### src/rtl/butt_pkg.sv
// Shared definitions for the butterfly-filter sequencer: state encoding,
// width derivation and the tag record that travels alongside filter latency.
package butt_pkg;

    localparam int STAGE_DEF   = 8;
    localparam int LAT_DEF     = 1;
    localparam int FLUSH_DEF   = 2;
    localparam int DISCARD_DEF = 0;
    localparam int CNT_W       = 16;

    // Filter data width is two bits per digit stage.
    function automatic int wl_of(input int stage);
        return 2 * stage;
    endfunction

    typedef enum logic [2:0] {
        ST_IDLE  = 3'd0,
        ST_FLUSH = 3'd1,
        ST_RUN   = 3'd2,
        ST_DRAIN = 3'd3,
        ST_DONE  = 3'd4
    } state_e;

    typedef struct packed {
        logic             valid;
        logic             last;
        logic [CNT_W-1:0] idx;
    } tag_t;

endpackage

### src/rtl/butt_seq_ctrl_if.sv
// Sample intake and filtered-result stream between the sequencer and its user.
// Intake: a sample transfers on a rising edge where in_valid && in_ready; the
// result stream has no backpressure, out_data/out_last qualify with out_valid.
interface butt_seq_ctrl_if #(
    parameter int WL = butt_pkg::wl_of(butt_pkg::STAGE_DEF)
);
    logic          in_valid;
    logic          in_ready;
    logic [WL-1:0] in_data;
    logic          out_valid;
    logic [WL-1:0] out_data;
    logic          out_last;

    modport slave (
        input  in_valid, in_data,
        output in_ready, out_valid, out_data, out_last
    );

    modport master (
        output in_valid, in_data,
        input  in_ready, out_valid, out_data, out_last
    );
endinterface

### src/rtl/butt_tag_pipe.sv
// LAT-deep shift register of sample tags; the exit stage lines up with the
// filter output produced from the sample that entered LAT cycles earlier.
module butt_tag_pipe
    import butt_pkg::*;
#(
    parameter int LAT = LAT_DEF
) (
    input  logic clk,
    input  logic rst,
    input  tag_t tag_i,
    output tag_t tag_o
);

    tag_t pipe_q [LAT];
    tag_t pipe_d [LAT];

    always_comb begin
        pipe_d[0] = tag_i;
        for (int i = 1; i < LAT; i++) begin
            pipe_d[i] = pipe_q[i-1];
        end
    end

    always_ff @(posedge clk) begin
        if (rst) begin
            for (int i = 0; i < LAT; i++) begin
                pipe_q[i] <= '0;
            end
        end else begin
            pipe_q <= pipe_d;
        end
    end

    assign tag_o = pipe_q[LAT-1];

endmodule

### src/rtl/butt_seq_ctrl.sv
// Run sequencer for a recursive digit filter: flushes filter state, streams a
// fixed number of samples with enable held high, drains latency, then reports.
module butt_seq_ctrl
    import butt_pkg::*;
#(
    parameter  int Stage     = STAGE_DEF,
    parameter  int LAT       = LAT_DEF,
    parameter  int FLUSH_CYC = FLUSH_DEF,
    parameter  int DISCARD   = DISCARD_DEF,
    localparam int WL        = wl_of(Stage)
) (
    input  logic             clk,
    input  logic             rst,
    input  logic             start,
    input  logic             stop,
    input  logic [CNT_W-1:0] num_samples,
    butt_seq_ctrl_if.slave   s,
    output logic             filt_enable,
    output logic [WL-1:0]    filt_din,
    input  logic [WL-1:0]    filt_dout,
    output logic             busy,
    output logic             done,
    output logic             underrun,
    output logic [CNT_W-1:0] issued_cnt,
    output state_e           state_dbg
);

    state_e           state_q, state_d;
    logic [CNT_W-1:0] num_q, num_d;
    logic [CNT_W-1:0] cnt_q, cnt_d;
    logic [CNT_W-1:0] ph_q, ph_d;
    logic             under_q, under_d;
    logic             in_ready_c;
    logic             issue;
    logic             last;
    tag_t             tag_in;
    tag_t             tag_out;
    logic             keep;

    always_comb begin
        state_d     = state_q;
        num_d       = num_q;
        cnt_d       = cnt_q;
        ph_d        = ph_q;
        under_d     = under_q;
        in_ready_c  = 1'b0;
        issue       = 1'b0;
        last        = 1'b0;
        filt_enable = 1'b0;
        filt_din    = '0;

        unique case (state_q)
            ST_IDLE: begin
                if (start) begin
                    num_d   = num_samples;
                    cnt_d   = '0;
                    ph_d    = '0;
                    under_d = 1'b0;
                    if (num_samples == '0)  state_d = ST_DONE;
                    else if (FLUSH_CYC == 0) state_d = ST_RUN;
                    else                    state_d = ST_FLUSH;
                end
            end
            ST_FLUSH: begin
                ph_d = ph_q + 1'b1;
                if (ph_q == CNT_W'(FLUSH_CYC - 1)) begin
                    ph_d    = '0;
                    state_d = ST_RUN;
                end
            end
            ST_RUN: begin
                // A missing sample is replaced by zero: dropping enable here
                // would wipe the filter recursion mid-run.
                filt_enable = 1'b1;
                in_ready_c  = 1'b1;
                issue       = 1'b1;
                filt_din    = s.in_valid ? s.in_data : '0;
                if (!s.in_valid)  under_d = 1'b1;
                if (cnt_q != '1)  cnt_d   = cnt_q + 1'b1;
                last = stop || (({1'b0, cnt_q} + 17'd1) == {1'b0, num_q});
                if (last) begin
                    ph_d    = '0;
                    state_d = ST_DRAIN;
                end
            end
            ST_DRAIN: begin
                filt_enable = 1'b1;
                ph_d        = ph_q + 1'b1;
                if (ph_q == CNT_W'(LAT - 1)) begin
                    ph_d    = '0;
                    state_d = ST_DONE;
                end
            end
            ST_DONE: begin
                state_d = ST_IDLE;
            end
            default: begin
                state_d = ST_IDLE;
            end
        endcase
    end

    always_ff @(posedge clk) begin
        if (rst) begin
            state_q <= ST_IDLE;
            num_q   <= '0;
            cnt_q   <= '0;
            ph_q    <= '0;
            under_q <= 1'b0;
        end else begin
            state_q <= state_d;
            num_q   <= num_d;
            cnt_q   <= cnt_d;
            ph_q    <= ph_d;
            under_q <= under_d;
        end
    end

    // Index is the pre-increment count, so the first sample of a run is 0.
    always_comb begin
        tag_in       = '0;
        tag_in.valid = issue;
        tag_in.last  = issue & last;
        tag_in.idx   = issue ? cnt_q : '0;
    end

    butt_tag_pipe #(
        .LAT (LAT)
    ) u_tag_pipe (
        .clk   (clk),
        .rst   (rst),
        .tag_i (tag_in),
        .tag_o (tag_out)
    );

    if (DISCARD == 0) begin : g_keep_all
        assign keep = 1'b1;
    end else begin : g_keep_cmp
        assign keep = (tag_out.idx >= CNT_W'(DISCARD));
    end

    assign s.in_ready  = in_ready_c;
    assign s.out_valid = tag_out.valid & keep;
    assign s.out_data  = (tag_out.valid & keep) ? filt_dout : '0;
    assign s.out_last  = tag_out.valid & keep & tag_out.last;

    assign busy       = (state_q != ST_IDLE);
    assign done       = (state_q == ST_DONE);
    assign underrun   = under_q;
    assign issued_cnt = cnt_q;
    assign state_dbg  = state_q;

endmodule

### src/flat_wrapper.sv
// flat-port wrapper written by rule: the top's interface ports become plain ports
module butt_seq_ctrl_flat import butt_pkg::*;
#(
    parameter  int Stage     = STAGE_DEF,
    parameter  int LAT       = LAT_DEF,
    parameter  int FLUSH_CYC = FLUSH_DEF,
    parameter  int DISCARD   = DISCARD_DEF,
    localparam int WL        = wl_of(Stage)
)
  (clk, rst, start, stop, num_samples, filt_enable, filt_din, filt_dout, busy, done, underrun, issued_cnt, state_dbg, s_in_valid, s_in_data, s_in_ready, s_out_valid, s_out_data, s_out_last);
  butt_seq_ctrl_if #(.WL((16))) s_i ();
  input  logic clk;
  input  logic rst;
  input  logic start;
  input  logic stop;
  input  logic [CNT_W-1:0] num_samples;
  output logic filt_enable;
  output logic [WL-1:0] filt_din;
  input  logic [WL-1:0] filt_dout;
  output logic busy;
  output logic done;
  output logic underrun;
  output logic [CNT_W-1:0] issued_cnt;
  output state_e state_dbg;
  input wire logic [$bits(s_i.in_valid)-1:0] s_in_valid;
  input wire logic [$bits(s_i.in_data)-1:0] s_in_data;
  output wire logic [$bits(s_i.in_ready)-1:0] s_in_ready;
  output wire logic [$bits(s_i.out_valid)-1:0] s_out_valid;
  output wire logic [$bits(s_i.out_data)-1:0] s_out_data;
  output wire logic [$bits(s_i.out_last)-1:0] s_out_last;
  assign s_i.in_valid = s_in_valid;
  assign s_i.in_data = s_in_data;
  assign s_in_ready = s_i.in_ready;
  assign s_out_valid = s_i.out_valid;
  assign s_out_data = s_i.out_data;
  assign s_out_last = s_i.out_last;
  butt_seq_ctrl #(.Stage(Stage), .LAT(LAT), .FLUSH_CYC(FLUSH_CYC), .DISCARD(DISCARD)) u_core (.clk(clk), .rst(rst), .start(start), .stop(stop), .num_samples(num_samples), .s(s_i), .filt_enable(filt_enable), .filt_din(filt_din), .filt_dout(filt_dout), .busy(busy), .done(done), .underrun(underrun), .issued_cnt(issued_cnt), .state_dbg(state_dbg));
endmodule
### config.mk
export PLATFORM = sky130hd
export DESIGN_NAME = butt_seq_ctrl_flat
export DESIGN_NICKNAME = d
export VERILOG_FILES = /design/src/rtl/butt_pkg.sv /design/src/rtl/butt_seq_ctrl_if.sv /design/src/rtl/butt_tag_pipe.sv /design/src/rtl/butt_seq_ctrl.sv /design/src/flat_wrapper.sv
export SDC_FILE = /design/constraint.sdc
export NUM_CORES = 1
export LEC_CHECK = 0
export CAP_MARGIN = 10
export CORE_ASPECT_RATIO = 1.2
export CORE_UTILIZATION = 35
export DETAILED_ROUTE_END_ITERATION = 12
export GPL_ROUTABILITY_DRIVEN = 0
export PLACE_DENSITY = 0.66
export RECOVER_POWER = 100
export SKIP_LAST_GASP = 1
export SLEW_MARGIN = 0
export SYNTH_ARGS = -nofsm -noshare
export SYNTH_HDL_FRONTEND = slang
export SYNTH_HIERARCHICAL = 1
export SYNTH_SLANG_ARGS = --single-unit
### constraint.sdc
create_clock -name clk -period 3.35 [get_ports clk]
set_clock_uncertainty 0.1 [all_clocks]
set_input_delay 0.67 -clock clk [delete_from_list [all_inputs] [get_ports clk]]
set_output_delay 0.67 -clock clk [all_outputs]
set_load 0.01 [all_outputs]
* Yosys cells after proc, flatten, opt, wreduce, memory -nomap -nowiden *
Cells that the tools add are included.

cells by class
  add/subtract/negate cells = 3
  equal/unequal tests = 13
  multiplexer cells = 22
  bitwise logic cells = 2
  reductions and logical operators = 13

operators with widths
  cell                                                   number
  two-way mux 16 bit                                     8
  case mux 16 bit (4 select lines)                       1
  adder 16 x 1 -> 16 bit (second input constant)         2
  logical NOT 16 bit                                     2
  case mux 16 bit (2 select lines)                       1
  adder 16 x 1 -> 17 bit (second input constant)         1
  equality test 17 x 16 -> 1 bit                         1
  equality test 16 x 1 -> 1 bit (second input constant)  1
  != test 16 bit (second input constant)                 1
  two-way mux 3 bit                                      5
  case mux 3 bit (4 select lines)                        1
  AND reduction 3 bit                                    3
  != test 2 x 1 -> 1 bit (second input constant)         4
  equality test 3 x 2 -> 1 bit (second input constant)   2
  two-way mux 1 bit                                      5
  != test 2 bit (second input constant)                  2
  AND reduction 4 bit                                    1
  nonzero test 4 bit                                     1
  equality test 3 x 1 -> 1 bit (second input constant)   1
  equality test 3 bit (second input constant)            1
  logical NOT 3 bit                                      1
  nonzero test 3 bit                                     1
  AND 1 bit                                              2
  case mux 1 bit (2 select lines)                        1
  4 further kinds                                        4

storage, ports and cells
  register bits = 54
  bits of input ports = 53
  output and inout port bits = 58
  word-level logic and storage cells = 60

* Depth between registers and ports, before layout *
Gate-level depths: netlist (run 1).

  depth after elaboration = 5
  gate-level depth with buffers = 11
  mapped depth without buffers = 9

* By module *
The synthesis (run 1) kept the hierarchy.

by module, submodules not included
  module         times used  cells an instance  area each (um^2)  seq. area each (um^2)
  butt_seq_ctrl  1           498                3,612.2           1,041.0
  butt_tag_pipe  1           37                 489.2             360.3

* Least setup slack after synthesis (run 1) *
Ideal clock, no wire load.

  kind = reg2reg
  start point = reg u_core.cnt_q[1] (netlist: u_core/issued_cnt[1])
  end point = reg u_core.ph_q[10]
  library setup time = 0.137 ns
  data arrival time = 2.258 ns
  required time = 3.113 ns
  path slack = 0.855 ns
  cell stages (with the launch flop) = 12
  path buffers = 3
  period minus slack after synthesis = 2.495 ns
  path through = dfxtp_1 > ha_1 > buf_2 > nand3_1 > buf_1 > o31ai_1 > a31oi_1 > a41oi_1 > nand4_1 > a21oi_2 > buf_6 > o221ai_2

on the way
  word-level cells in the longest chain between the ends = 5

ends and longest elaborated chain
  what                                     line                  source
  start, declared                          butt_seq_ctrl.sv:30   logic [CNT_W-1:0] cnt_q, cnt_d;
  start signal, assigned                   butt_seq_ctrl.sv:113  cnt_q <= cnt_d;
  adder 16 x 1 -> 17 bit                   butt_seq_ctrl.sv:80   last = stop || (({1'b0, cnt_q} + 17'd1) == {1'b0, num_q});
  equality test 17 x 16 -> 1 bit           butt_seq_ctrl.sv:80
  logical OR 1 bit                         butt_seq_ctrl.sv:80
  != test 2 x 1 -> 1 bit (no source line)  -
  AND reduction 3 bit (no source line)     -
  end signal, assigned                     butt_seq_ctrl.sv:114  ph_q <= ph_d;
  end, declared                            butt_seq_ctrl.sv:31   logic [CNT_W-1:0] ph_q, ph_d;

Every way passes these cells.
A chain may end at the register's enable or synchronous reset.

* Worst setup path after layout (run 1) *
  start point = reg u_core.cnt_q[0] (netlist: u_core/issued_cnt[0])
  end point = reg u_core.ph_q[4]

The elaborated chain is that of the path after synthesis.

==> results of run 1 <==
==> timing repair <==
item                       CTS  global route
setup endpoints to repair    0             4
hold buffers                 0             0
gates resized for setup      0             2
==> cell usage in the layout, fill, tap and decap left out, types with 13 or more instances in the layout <==
| master | count |
|---|---|
| sky130_fd_sc_hd__dlygate4sd3_1 | 56 |
| sky130_fd_sc_hd__nor4_1 | 17 |
| sky130_fd_sc_hd__o21ai_0 | 19 |
| sky130_fd_sc_hd__a21oi_1 | 45 |
| sky130_fd_sc_hd__dfxtp_1 | 54 |
| sky130_fd_sc_hd__nand2_1 | 73 |
| sky130_fd_sc_hd__nor2_1 | 33 |
| sky130_fd_sc_hd__and2_1 | 18 |
| sky130_fd_sc_hd__and3_1 | 18 |
| sky130_fd_sc_hd__xnor2_1 | 13 |
| sky130_fd_sc_hd__clkdlybuf4s50_1 | 54 |
==> worst register-to-register path, cell delays in order, from the launching register on <==
cell and delay (ns):
sky130_fd_sc_hd__dfxtp_1 0.49, sky130_fd_sc_hd__ha_1 0.40, sky130_fd_sc_hd__nand3_1 0.37, sky130_fd_sc_hd__or4_1 0.57, sky130_fd_sc_hd__a31oi_1 0.17, sky130_fd_sc_hd__a41oi_1 0.08, sky130_fd_sc_hd__nand4_1 0.21, sky130_fd_sc_hd__a21oi_2 0.08
sky130_fd_sc_hd__buf_4 0.21, sky130_fd_sc_hd__o311ai_0 0.32
==> metrics by stage <==
stage	hold slack [ns]	total power, mW
6_report	0.3908	1.541
5_1_grt	0.4085	1.624
4_1_cts	0.3987	1.562
3_5_place_dp	0.3896	1.057
3_3_place_gp	0.3730	1.051
2_1_floorplan	0.3462	0.8951
==> where the power goes <==
group | internal (mW) | total, mW | leakage [nW] | switching, mW
Clock | 0.273 | 0.503 | 0.0619 | 0.230
Combinational | 0.164 | 0.344 | 1.34 | 0.180
Sequential | 0.666 | 0.694 | 0.438 | 0.0285
Total | 1.10 | 1.54 | 1.84 | 0.438
==> flip-flops by register name, indices dropped and copies added, names as in the netlist <==
name                     count
u_core/issued_cnt           16
u_core/num_q                16
u_core/ph_q                 16
u_core/state_dbg             3
u_core/u_tag_pipe/tag_o      2
u_core/underrun              1
==> area by class of cell <==
class,instances,area (um^2)
timing repair buffer,123,1192
clock inverter,2,15.01
inverter,11,41.29
clock buffer,5,125.1
fill,974,5052
multi-input combinational,383,2295
sequential,54,1081
tap,126,157.7
==> worst max path at each step <==
| stage | to | slack [ns] |
|---|---|---|
| 2_1_floorplan | u_core/ph_q[10] | 0.87 |
| 6_report | u_core/ph_q[4] | 0.23 |
| 3_5_place_dp | u_core/ph_q[4] | 0.27 |
| 4_1_cts | u_core/ph_q[4] | 0.24 |
| 3_3_place_gp | filt_din[10] | 0.49 |
| 5_1_grt | u_core/ph_q[4] | -0.03 |
==> layer usage <==
layer	vias up	GRT usage, %	share of wire (%)
met5	-	0	0
met4	0	7.795	2.8
met3	21	3.523	4.3
met2	118	35.80	51
met1	1800	24.55	42
li1	1928	-	-
==> results.py, run 1 <==
metrics = {
    "floorplanning": {
        "io_pins": 111,
        "initial_core_utilization_pct": 35.80,
        "dieArea_mm2": 0.01060,
        "die_h_um": 112.6,
        "die_width_um": 94.14,
        "fp-row-count": 40,
        "core_region_area_mm2": 0.009960,
    },
    "worst_setup_path": {
        "critPathLaunchType": "register",
        "crit_start": "u_core/issued_cnt[0]",
        "worstSetupEndpointType": "register",
        "sequence_of_cells_on_the_critical_path": "ha_1, nand3_1, or4_1, a31oi_1, a41oi_1, nand4_1, a21oi_2, buf_4, o311ai_0",
        "cp.depth": 9,
        "slowest_stage": "sky130_fd_sc_hd__or4_1",
        "cp_num_buf_inv": 1,
        "crit_arrival_ns": 3.19,
        "worst-r2r-setup-slack_ns": 0.23,
        "crit-reg2reg-capture": "u_core/ph_q[4]",
        "family_with_the_most_delay_on_the_worst_path": "simple AND/OR/NAND/NOR gates",
        "cp_slowest_stage_delay_ns": 0.57,
        "worst-r2r-cell-count": 9,
        "criticalPathCategory": "register to register",
        "required_arrival_time_at_the_worst_endpoint_ns": 3.42,
        "rr_startpoint": "u_core/issued_cnt[0]",
        "crit_fanout": 13,
    },
    "cts": {
        "insertion_delay_ns": 0.29,
        "post-cts-setup-buffer-count": 0,
        "path_clk_slew_ns": 0.07,
        "cts_root_buf": "sky130_fd_sc_hd__clkbuf_16",
        "cts-buffers-inserted": 5,
        "cts.sinks": 54,
        "ctsLongestPathBuffers": 2,
        "clock_tree_from_tritoncts": "yes",
        "htreeDepth": 2,
    },
    "job": {
        "cap_violations": 0,
    },
    "sta": {
        "timing.max_slew.rel_slack_pct": 55.41,
        "worst_slew_pin_slew_ns": 0.6689,
        "achievable-frequency_ghz": 0.3203,
        "fin_setup_tns_ns": 0,
        "finalHoldViolCount": 0,
        "final-max-slew-violation-count": 0,
        "fin_ws_ns": 0.2279,
        "grt_setup_unrepaired": "true",
        "timing.final.crit_period_ns": 3.122,
        "timing.final.crit_share_pct": 93.20,
        "setup_viol": 0,
    },
    "placement": {
        "hpwlAfterDp_um": 7880,
        "buffer_ports.inserted": 110,
        "detailedPlace.worstSlack_ns": 0.2698,
        "cell_area_after_placement_mm2": 0.004762,
        "placed_cells": 697,
    },
    "drt": {
        "route.detailed.drc": 0,
        "route.antenna.remaining_nets": 0,
        "detailedRoute.firstPassIterationCount": 4,
        "post_drt_wl_per_cell_um": 15.21,
        "detailedRoute.firstIterationViolations": 193,
        "totalWireLength_um": 10710,
        "avgViaCountPerCell": 5.493,
        "vias": 3867,
    },
    "power": {
        "power_density_mw_per_mm2": 314.0,
        "p_leak_nw": 1.838,
        "irDropWorstVdd_v": 0.0002484,
    },
    "final_layout": {
        "post_route_cells_drive_above_1_share_pct": 5.882,
        "finish.instance_area_mm2": 0.004907,
        "nets": 635,
        "fin_cells": 704,
        "flow.area_growth_from_synthesis_pct": 37.61,
        "post-route-util_pct": 49.27,
        "antenna-diode-count": 0,
    },
    "worst_hold_path": {
        "hp-class": "register to register",
        "whs_path_depth": 2,
        "hold_path_end": "u_core/underrun",
        "hold_path.startpoint": "u_core/underrun",
    },
    "grt": {
        "number_of_antenna_violations_at_the_first_check_in_global_routing": 0,
        "grt_util_all_layers_pct": 20.47,
        "maximum_number_of_pins_on_one_net_before_global_route_repair": 47,
        "grt.overflow.total": 0,
        "first_global_vias": 3592,
        "global_route_wire_length_before_repair_um": 17390,
    },
    "outcome": {
        "outcome": "completed",
    },
    "yosys": {
        "synthesized_instance_count": 485,
        "postSynthAreaPerCell_um2": 7.352,
        "mappedNetlistArea_mm2": 0.003566,
        "ys.warnings.count": 6,
        "syn_nets": 542,
    },
}
Note: power is estimated with default switching activity, not from simulation.
==> run 2: changes to the inputs <==
- CTS_BUF_LIST: default -> sky130_fd_sc_hd__clkbuf_16
==> results of run 2 <==
No change in the layout: final DEF, timing and power equal those of run 1.
==> run 3: changes to the inputs <==
- clock period: 3.35 -> 3.5 ns (I/O delays scaled with it)
==> run 3 against run 2 <==
Effect of this change: flip-flop and latch count unchanged; total power shrank 3.3%; maximum frequency down 1.1%; largest cell class unchanged; critical path depth down 2; largest power group unchanged; first-iteration DRC count shrank 16%; cell count decreased by 0.14%; routed wire length is 1.4% higher; final area fell by 1.2%.
==> results.py, run 3 (synthesis gave the netlist of run 1 again) <==
metrics = {
    "outcome": {
        "outcome": "completed",
    },
    "placement": {
        "detailedPlace.worstSlack_ns": 0.3473,
        "placed_cells": 695,
        "buffer_ports.inserted": 110,
        "cell_area_after_placement_mm2": 0.004747,
        "hpwlAfterDp_um": 7932,
    },
    "final_layout": {
        "fin_cells": 703,
        "post-route-util_pct": 48.69,
        "finish.instance_area_mm2": 0.004850,
        "mostFrequentLayoutCells": "sky130_fd_sc_hd__nand2_1, sky130_fd_sc_hd__dlygate4sd3_1, sky130_fd_sc_hd__dfxtp_1",
        "flow.area_growth_from_synthesis_pct": 36.00,
        "layout.area.seq_mm2": 0.001081,
        "post_route_cells_drive_above_1_share_pct": 3.986,
        "leading_cell_type_in_the_layout_fill_and_taps_excluded": "sky130_fd_sc_hd__nand2_1",
        "num-fill-cells": 968,
        "antenna-diode-count": 0,
        "nets": 633,
        "multi_input_area_mm2": 0.002255,
    },
    "floorplanning": {
        "die_h_um": 112.6,
        "core_region_area_mm2": 0.009960,
        "initial_core_utilization_pct": 35.80,
        "fp-row-count": 40,
        "io_pins": 111,
        "dieArea_mm2": 0.01060,
        "die_width_um": 94.14,
    },
    "worst_setup_path": {
        "slowest_stage": "sky130_fd_sc_hd__nor4_1",
        "critPathLaunchType": "register",
        "required_arrival_time_at_the_worst_endpoint_ns": 3.62,
        "worstSetupEndpointType": "register",
        "crit_fanout": 12,
        "criticalPathCategory": "register to register",
        "sequence_of_cells_on_the_critical_path": "ha_1, nand3_1, nor4_1, a21o_1, clkbuf_1, o21ai_0, a21oi_1",
        "crit_arrival_ns": 3.28,
        "cp_slowest_stage_delay_ns": 0.65,
    },
    "cts": {
        "insertion_delay_ns": 0.29,
        "ctsResizeCount": 0,
        "clock_tree_from_tritoncts": "yes",
        "ctsLongestPathBuffers": 2,
        "cts_root_buf": "sky130_fd_sc_hd__clkbuf_16",
        "htreeDepth": 2,
        "holdBufCountCts": 0,
        "path_clk_slew_ns": 0.08,
        "post-cts-setup-buffer-count": 0,
        "cts.sinks": 54,
        "cts-buffers-inserted": 5,
    },
    "drt": {
        "avgViaCountPerCell": 5.555,
        "vias": 3905,
        "detailedRoute.firstPassIterationCount": 5,
        "detailedRoute.firstIterationViolations": 163,
        "post_drt_wl_per_cell_um": 15.45,
        "totalWireLength_um": 10860,
        "route.detailed.drc": 0,
        "route.antenna.remaining_nets": 0,
    },
    "sta": {
        "final-max-slew-violation-count": 0,
        "timing.final.crit_period_ns": 3.156,
        "achievable-frequency_ghz": 0.3169,
        "fin_setup_tns_ns": 0,
        "fin_ws_ns": 0.3444,
        "holdWs_ns": 0.3753,
        "timing.max_slew.rel_slack_pct": 54.30,
        "worst_slew_pin_slew_ns": 0.6848,
        "finalHoldViolCount": 0,
        "grt_setup_unrepaired": "false",
        "setup_viol": 0,
        "timing.final.crit_share_pct": 90.16,
    },
    "grt": {
        "number_of_antenna_violations_at_the_first_check_in_global_routing": 0,
        "grt_util_all_layers_pct": 20.97,
        "global_route_wire_length_before_repair_um": 17910,
        "grt.overflow.total": 0,
        "maximum_number_of_pins_on_one_net_before_global_route_repair": 47,
        "first_global_vias": 3655,
    },
    "worst_hold_path": {
        "hp-class": "register to register",
    },
    "power": {
        "post-layout-total-power_mw": 1.491,
        "power_density_mw_per_mm2": 307.4,
        "p_leak_nw": 1.827,
        "irDropWorstVdd_v": 0.0002291,
    },
    "job": {
        "cap_violations": 0,
    },
}
[run 3: cell types whose count changed in the layout (fill, tap and decap cells not counted), sizes merged]
cell and delta:
dlygate4sd3 +1, clkbuf +2, buf -4, clkdlybuf4s50 -1, inv +1, clkinv +1
clkinvlp -1
[run 3: layer usage]
metal	wire, um	up-vias	GRT usage, %
met1	4441	1803	25.75
met2	5667	151	37.29
li1	-	1928	-
met5	0	-	0
met3	541	23	2.778
met4	208	0	6.462
[run 3: final timing paths]
path | startpoint | to | slack [ns] | depth (start not counted)
max | u_core/issued_cnt[0] | u_core/issued_cnt[9] | 0.34 | 7
min | u_core/num_q[0] | u_core/num_q[0] | 0.38 | 2
max reg2reg | u_core/issued_cnt[0] | u_core/issued_cnt[9] | 0.34 | 7
min reg2reg | u_core/num_q[0] | u_core/num_q[0] | 0.38 | 2
[run 3: layout make-up]
class                   instances  share of cell area [%]
flip-flops and latches         54                   22.29
multi-input cells             383                   46.49
well taps                     126                   3.251
clock buffers                   5                   2.580
clock inverters                 3                  0.4128
repair buffers                121                   24.12
inverters                      11                  0.8514
[run 3: worst max-delay path, delay by kind of cell (launching register included)]
family / cells / cell delay [ns]
DFF: 1 / 0.47
buffers and inverters: 1 / 0.33
adders and majority gates: 1 / 0.39
AOI/OAI and AO/OA: 3 / 0.73
and+or+nand+nor: 2 / 1.06
[run 3: power by group]
| part | total, mW | leakage [nW] | switching (mW) | internal (mW) |
|---|---|---|---|---|
| Combinational | 0.324 | 1.32 | 0.170 | 0.154 |
| Clock | 0.502 | 0.0679 | 0.236 | 0.266 |
| Sequential | 0.665 | 0.438 | 0.0278 | 0.637 |
| Total | 1.49 | 1.83 | 0.433 | 1.06 |
